File: src/rtl/screen_pkg.sv
// screen_pkg: shared types and constants for the
// frame-synchronous screen selector / fader.
package screen_pkg;

  typedef enum logic [1:0] {
    SHOW,
    FADE_OUT,
    SWITCH,
    FADE_IN
  } fade_state_t;

  localparam int SCR_START    = 0;
  localparam int SCR_GAME     = 1;
  localparam int SCR_GAMEOVER = 2;

  localparam int RGB_W = 12;
  localparam int LVL_W = 5;

  typedef struct packed {
    logic             blank;
    logic [RGB_W-1:0] pix;
    logic [LVL_W-1:0] lvl;
  } s1_t;

endpackage

File: src/rtl/rgb_scale.sv
// rgb_scale: combinational brightness scaling of a
// 12-bit {R4,G4,B4} pixel by level/STEPS.
module rgb_scale
  import screen_pkg::*;
#(
  parameter int STEPS = 8
) (
  input  logic [RGB_W-1:0] rgb,
  input  logic [LVL_W-1:0] level,
  output logic [RGB_W-1:0] scaled
);

  localparam int SH = $clog2(STEPS);

  for (genvar i = 0; i < 3; i++) begin : g_ch
    logic [7:0] prod;
    assign prod = 8'(rgb[4*i +: 4]) * 8'(level);
    assign scaled[4*i +: 4] = 4'(prod >> SH);
  end

endmodule

File: src/rtl/screen_fade_sel.sv
// screen_fade_sel: picks an overlay or background per
// game state, switching only on frame boundaries.
module screen_fade_sel
  import screen_pkg::*;
#(
  parameter int N_SCREENS       = 3,
  parameter int SEL_W           = 2,
  parameter int FADE_EN         = 1,
  parameter int FADE_STEPS      = 8,
  parameter int FRAMES_PER_STEP = 2,
  parameter int RESET_SCREEN    = SCR_START
) (
  input  logic                       clk,
  input  logic                       rst_n,
  input  logic [SEL_W-1:0]           state,
  input  logic                       frame_start,
  input  logic [RGB_W-1:0]           rgb_bg,
  input  logic [N_SCREENS*RGB_W-1:0] rgb_in,
  input  logic [N_SCREENS-1:0]       valid_in,
  input  logic                       blank_in,
  output logic [RGB_W-1:0]           rgb_out,
  output logic                       blank_out,
  output logic                       busy,
  output logic [SEL_W-1:0]           active_sel
);

  localparam int FC_W =
    FRAMES_PER_STEP > 1 ? $clog2(FRAMES_PER_STEP) : 1;
  localparam logic [FC_W-1:0] FC_LAST =
    FC_W'(FRAMES_PER_STEP - 1);
  localparam logic [LVL_W-1:0] LVL_MAX =
    LVL_W'(FADE_STEPS);
  localparam logic [LVL_W-1:0] LVL_ONE = LVL_W'(1);
  localparam logic [SEL_W-1:0] SEL_RST =
    SEL_W'(RESET_SCREEN);

  fade_state_t      fs_q, fs_n;
  logic [LVL_W-1:0] lvl_q, lvl_n;
  logic [FC_W-1:0]  fc_q, fc_n;
  logic [SEL_W-1:0] sel_n;
  logic             step;
  logic             want;
  logic [RGB_W-1:0] pix;
  logic [RGB_W-1:0] scaled;
  s1_t              s1_q;

  // fade FSM, level, frame counter and selection
  always_ff @(posedge clk) begin
    if (!rst_n) begin
      fs_q       <= SHOW;
      lvl_q      <= LVL_MAX;
      fc_q       <= '0;
      active_sel <= SEL_RST;
    end else begin
      fs_q       <= fs_n;
      lvl_q      <= lvl_n;
      fc_q       <= fc_n;
      active_sel <= sel_n;
    end
  end

  // next state, evaluated only on frame_start
  always_comb begin
    fs_n  = fs_q;
    lvl_n = lvl_q;
    fc_n  = fc_q;
    sel_n = active_sel;
    step  = (fc_q == FC_LAST);
    want  = (state != active_sel);
    if (frame_start) begin
      unique case (fs_q)
        SHOW: begin
          if (want) begin
            if (FADE_EN != 0) begin
              fs_n = FADE_OUT;
              fc_n = '0;
            end else begin
              sel_n = state;
            end
          end
        end
        FADE_OUT: begin
          if (!want) begin
            fc_n = '0;
            fs_n = (lvl_q == LVL_MAX) ? SHOW : FADE_IN;
          end else begin
            fc_n = step ? '0 : fc_q + FC_W'(1);
            if (step) begin
              lvl_n = lvl_q - LVL_ONE;
              if (lvl_q == LVL_ONE) fs_n = SWITCH;
            end
          end
        end
        SWITCH: begin
          sel_n = state;
          fs_n  = FADE_IN;
          fc_n  = '0;
        end
        FADE_IN: begin
          if (want) begin
            fc_n = '0;
            fs_n = (lvl_q == '0) ? SWITCH : FADE_OUT;
          end else begin
            fc_n = step ? '0 : fc_q + FC_W'(1);
            if (step) begin
              lvl_n = lvl_q + LVL_ONE;
              if (lvl_q == LVL_MAX - LVL_ONE) fs_n = SHOW;
            end
          end
        end
        default: fs_n = SHOW;
      endcase
    end
  end

  // busy while any transition is under way
  always_comb begin
    busy = (fs_q != SHOW);
  end

  // stage-1 source pick; out-of-range index is background
  always_comb begin
    pix = rgb_bg;
    for (int i = 0; i < N_SCREENS; i++) begin
      if (active_sel == SEL_W'(i) && valid_in[i])
        pix = rgb_in[i*RGB_W +: RGB_W];
    end
  end

  rgb_scale #(
    .STEPS (FADE_STEPS)
  ) u_scale (
    .rgb    (s1_q.pix),
    .level  (s1_q.lvl),
    .scaled (scaled)
  );

  // two-stage pixel pipeline with matched blank delay
  always_ff @(posedge clk) begin
    if (!rst_n) begin
      s1_q      <= '0;
      rgb_out   <= '0;
      blank_out <= 1'b1;
    end else begin
      s1_q      <= '{blank: blank_in, pix: pix, lvl: lvl_q};
      rgb_out   <= s1_q.blank ? '0 : scaled;
      blank_out <= s1_q.blank;
    end
  end

endmodule

File: config.mk
export PLATFORM = sky130hd
export DESIGN_NAME = screen_fade_sel
export DESIGN_NICKNAME = d
export VERILOG_FILES = /design/src/rtl/screen_pkg.sv /design/src/rtl/rgb_scale.sv /design/src/rtl/screen_fade_sel.sv
export SDC_FILE = /design/constraint.sdc
export NUM_CORES = 1
export LEC_CHECK = 0
export CAP_MARGIN = 5
export CELL_PAD_IN_SITES_DETAIL_PLACEMENT = 0
export CELL_PAD_IN_SITES_GLOBAL_PLACEMENT = 2
export CORE_ASPECT_RATIO = 1.4
export CORE_MARGIN = 3
export CORE_UTILIZATION = 27
export DETAILED_ROUTE_END_ITERATION = 16
export PLACE_DENSITY = 0.8
export SKIP_CTS_REPAIR_TIMING = 1
export SLEW_MARGIN = 20
export SYNTH_ARGS = -nofsm -noshare
export SYNTH_HDL_FRONTEND = slang
export SYNTH_SLANG_ARGS = --single-unit
File: constraint.sdc
create_clock -name clk -period 2.67 [get_ports clk]
set_input_delay 0.267 -clock clk [delete_from_list [all_inputs] [get_ports clk]]
set_output_delay 0.267 -clock clk [all_outputs]
set_load 0.005 [all_outputs]
==> results_dict.tcl <==
set metrics [dict create \
    run_status "complete, no violations" \
    dr.first_iter.drc_count 59 \
    multi_input_comb_area_um2 2160 \
    area.sequential_um2 843 \
    avgViaCountPerCell 4.50 \
    grt_setup_unrepaired "yes" \
    finish.net_count 531 \
    synth_most_common_cell "sky130_fd_sc_hd__dfxtp_1" \
    finalSetupViolCount 0 \
    p_leak_nw 1.80 \
    timing.max_slew.rel_slack_pct 65.6 \
    initial_core_util_pct 28.1 \
    synth_commonest_cells "sky130_fd_sc_hd__dfxtp_1 (41), sky130_fd_sc_hd__and2_1 (34), sky130_fd_sc_hd__nand2_1 (30)" \
    async_reset_ff_share_pct 0 \
    final_min_period_over_clock_period_pct 96.7 \
    flow.area_growth_from_synthesis_pct 38.7 \
    post_synth_num_cell_types 46 \
    dp.cells 565 \
    route.met3.wl_um 365 \
    top_ports 73 \
    grt_pass1_wl_mm 11.9 \
    globalRouteOverflowTotal 0 \
    worst-slew-pin-transition_ns 0.512 \
    yosys.area.top_type "sky130_fd_sc_hd__dfxtp_1" \
    post_dp_cell_area_um2 4030 \
    path_class "reg -> reg" \
    max_cap_viol_count 0 \
    postSynthNetCount 453 \
    dp_hpwl_mm 5.59 \
    routed.top_layer "met4" \
    clkTransAtPathRegs_ns 0.06 \
    required_time_of_the_critical_path_ns 2.83 \
    metal1_wirelength_mm 2.83 \
    synth_area_per_cell_um2 8.65 \
    synth.yosys.warnings 0 \
    synth.yosys.seq_area_share_pct 26.6 \
    yosys_register_bits 41 \
    floorplan.die.width_um 96.3 \
    floorplan.rows 45 \
    reg2reg_slack_ns 0.09 \
    drt_wl_total_mm 7.02 \
    hold_path_depth 1 \
    detailroute.wirelength.met2_mm 3.68 \
    crit_path_arrival_time_ns 2.74 \
    cts_max_level 2 \
    drive_above_1_share_pct 13.9 \
    netlist_area_um2 3080 \
    power.density_cell_area_nw_per_um2 352 \
    antenna_found_initial 0 \
    drt-wirelength-per-cell_um 12.2 \
    holdPathEnd "s1_q[1]$_SDFF_PN0_" \
    clock-sinks 41 \
    critical_path.reg2reg.startpoint "s1_q[1]$_SDFF_PN0_" \
    max-clock-path-buffers 2 \
    post-route-min-period_ns 2.58 \
    drv_slew 0 \
    die_h_um 132 \
    root_buffer "sky130_fd_sc_hd__clkbuf_16" \
    netlist_top_cells_area "sky130_fd_sc_hd__dfxtp_1 (27%), sky130_fd_sc_hd__fa_1 (12%), sky130_fd_sc_hd__ha_1 (8.9%)" \
    final-hold-violation-count 0 \
    grt_pass1_vias 2611 \
    min_path_type "reg -> reg" \
    terminus_of_the_critical_flop_to_flop_path "rgb_out[3]$_SDFF_PP0_" \
    number_of_design_rule_violations_left_after_detail_routing 0 \
    worstHoldStart "lvl_q[1]$_SDFFE_PN0P_" \
    drt-pass1-iter-count 6 \
    synth_edf_count 0 \
    grt_start_max_net_pins 31 \
    reg2regPathDepth 10 \
    fillers 1104 \
    layout.cells.non_filler 574 \
    tritoncts.num_buffers 5 \
    vdd_drop_max_uv 208 \
    grtUsageTotal_pct 11.7 \
    vias 2581 \
    critical_path.max_fanout 6 \
    diodes 0 \
    placeableCoreArea_um2 11000 \
    synth_ff_type "sky130_fd_sc_hd__dfxtp_1" \
    synthCells 356 \
    timing.critical_path.from_type "register" \
    fin_skew_ns 0.00282 \
    cts_tree "yes" \
    share_of_the_synthesized_area_in_the_top_cell_type_pct 26.6 \
    cp-end-kind "register" \
    post-route-cell-area_um2 4270 \
    drtAntennaViolNets 0 \
    die_area_um2 12700 \
    worstSkewPairLatency_ns 0.28 \
    place_congestion 0.780 \
    port_buffers 72 \
    max_clock_freq_mhz 387 \
]
[state kept, by name, summed over array words and instances (netlist names)]
signal / count
s1_q: 18
rgb_out: 12
lvl_q: 5
active_sel: 2
fs_q: 2
blank_out: 1
fc_q: 1
[worst max-delay path: stages, from the launching register on]
cell and delay [ns]:
sky130_fd_sc_hd__dfxtp_4 0.36, sky130_fd_sc_hd__and2_1 0.15, sky130_fd_sc_hd__fa_1 0.53, sky130_fd_sc_hd__inv_1 0.05, sky130_fd_sc_hd__fa_1 0.53, sky130_fd_sc_hd__inv_1 0.04
sky130_fd_sc_hd__ha_1 0.30, sky130_fd_sc_hd__a21o_1 0.17, sky130_fd_sc_hd__a21oi_2 0.14, sky130_fd_sc_hd__xnor2_1 0.12, sky130_fd_sc_hd__nor2_1 0.05
[logic make-up (layout without fill, tap and decap cells)]
group	after synthesis	count (layout)	share of synthesized area (%)
simple gates	135	135	23.4
compound gates	50	50	10.4
buf+inv	46	123	5.77
flops	41	41	26.6
fa+ha+maj	40	40	20.6
xor+xnor	27	27	7.68
mux	17	17	5.56
[how the worst max path moves through the flow]
stage                                  start                     end  cells past startpoint
after detailed placement  s1_q[1]$_SDFF_PN0_  rgb_out[11]$_SDFF_PP0_                     11
after global routing      s1_q[1]$_SDFF_PN0_   rgb_out[2]$_SDFF_PP0_                     10
after CTS                 s1_q[1]$_SDFF_PN0_  rgb_out[11]$_SDFF_PP0_                     11
final                     s1_q[1]$_SDFF_PN0_   rgb_out[3]$_SDFF_PP0_                     10
after global placement    s1_q[1]$_SDFF_PN0_  rgb_out[11]$_SDFF_PP0_                     11
after floorplan           s1_q[1]$_SDFF_PN0_  rgb_out[11]$_SDFF_PP0_                     11
[power breakdown]
| group | leakage [nW] | switching, W | internal [W] |
|---|---|---|---|
| Combinational | 1.39 | 0.000101 | 0.000166 |
| Clock | 0.0655 | 0.000232 | 0.000334 |
| Sequential | 0.340 | 0.0000307 | 0.000638 |
[stage by stage]
step                      setup WS [ns]  total power (W)  hold WS (ns)  utilization (%)  setup TNS [ns]
after detailed placement         -0.155         0.000948         0.546             36.7          -0.706
after global placement          -0.0772         0.000946         0.541             36.7          -0.291
after global routing            -0.0446          0.00159         0.567             38.9         -0.0953
final                            0.0885          0.00150         0.539             38.9               0
after floorplan                 0.00832         0.000806         0.394                -               0
after CTS                        -0.165          0.00154         0.555             37.9          -0.760
[layer usage]
metal  GRT usage (%)  vias up
met5               0        -
met4            4.11        0
met3            2.74        9
met2            20.5       63
met1            13.4     1175
li1                -     1334
[placed cells by master (no fill, tap or decap), types with 4 or more instances in the layout]
cell type,n
sky130_fd_sc_hd__fa_2,4
sky130_fd_sc_hd__inv_1,23
sky130_fd_sc_hd__clkdlybuf4s50_1,72
sky130_fd_sc_hd__xnor2_1,17
sky130_fd_sc_hd__a21oi_1,14
sky130_fd_sc_hd__nand2_1,27
sky130_fd_sc_hd__nor2_1,27
sky130_fd_sc_hd__nand3_1,6
sky130_fd_sc_hd__fa_1,14
sky130_fd_sc_hd__a211oi_1,12
sky130_fd_sc_hd__and2_1,34
sky130_fd_sc_hd__dfxtp_2,9
sky130_fd_sc_hd__ha_1,20
sky130_fd_sc_hd__mux2i_1,16
sky130_fd_sc_hd__buf_4,17
sky130_fd_sc_hd__xor2_1,9
sky130_fd_sc_hd__nor2b_1,15
sky130_fd_sc_hd__dfxtp_1,29
sky130_fd_sc_hd__a21oi_2,5
sky130_fd_sc_hd__clkbuf_16,5
[cell type report]
| cell class | count | share of cell area [%] |
|---|---|---|
| Clock inverter | 1 | 0.117 |
| Tap cell | 141 | 4.13 |
| Inverter | 26 | 2.28 |
| Sequential cell | 41 | 19.7 |
| Timing Repair Buffer | 91 | 20.2 |
| Clock buffer | 5 | 2.93 |
| Multi-Input combinational cell | 269 | 50.6 |
Power figures use the tool's default switching activity.
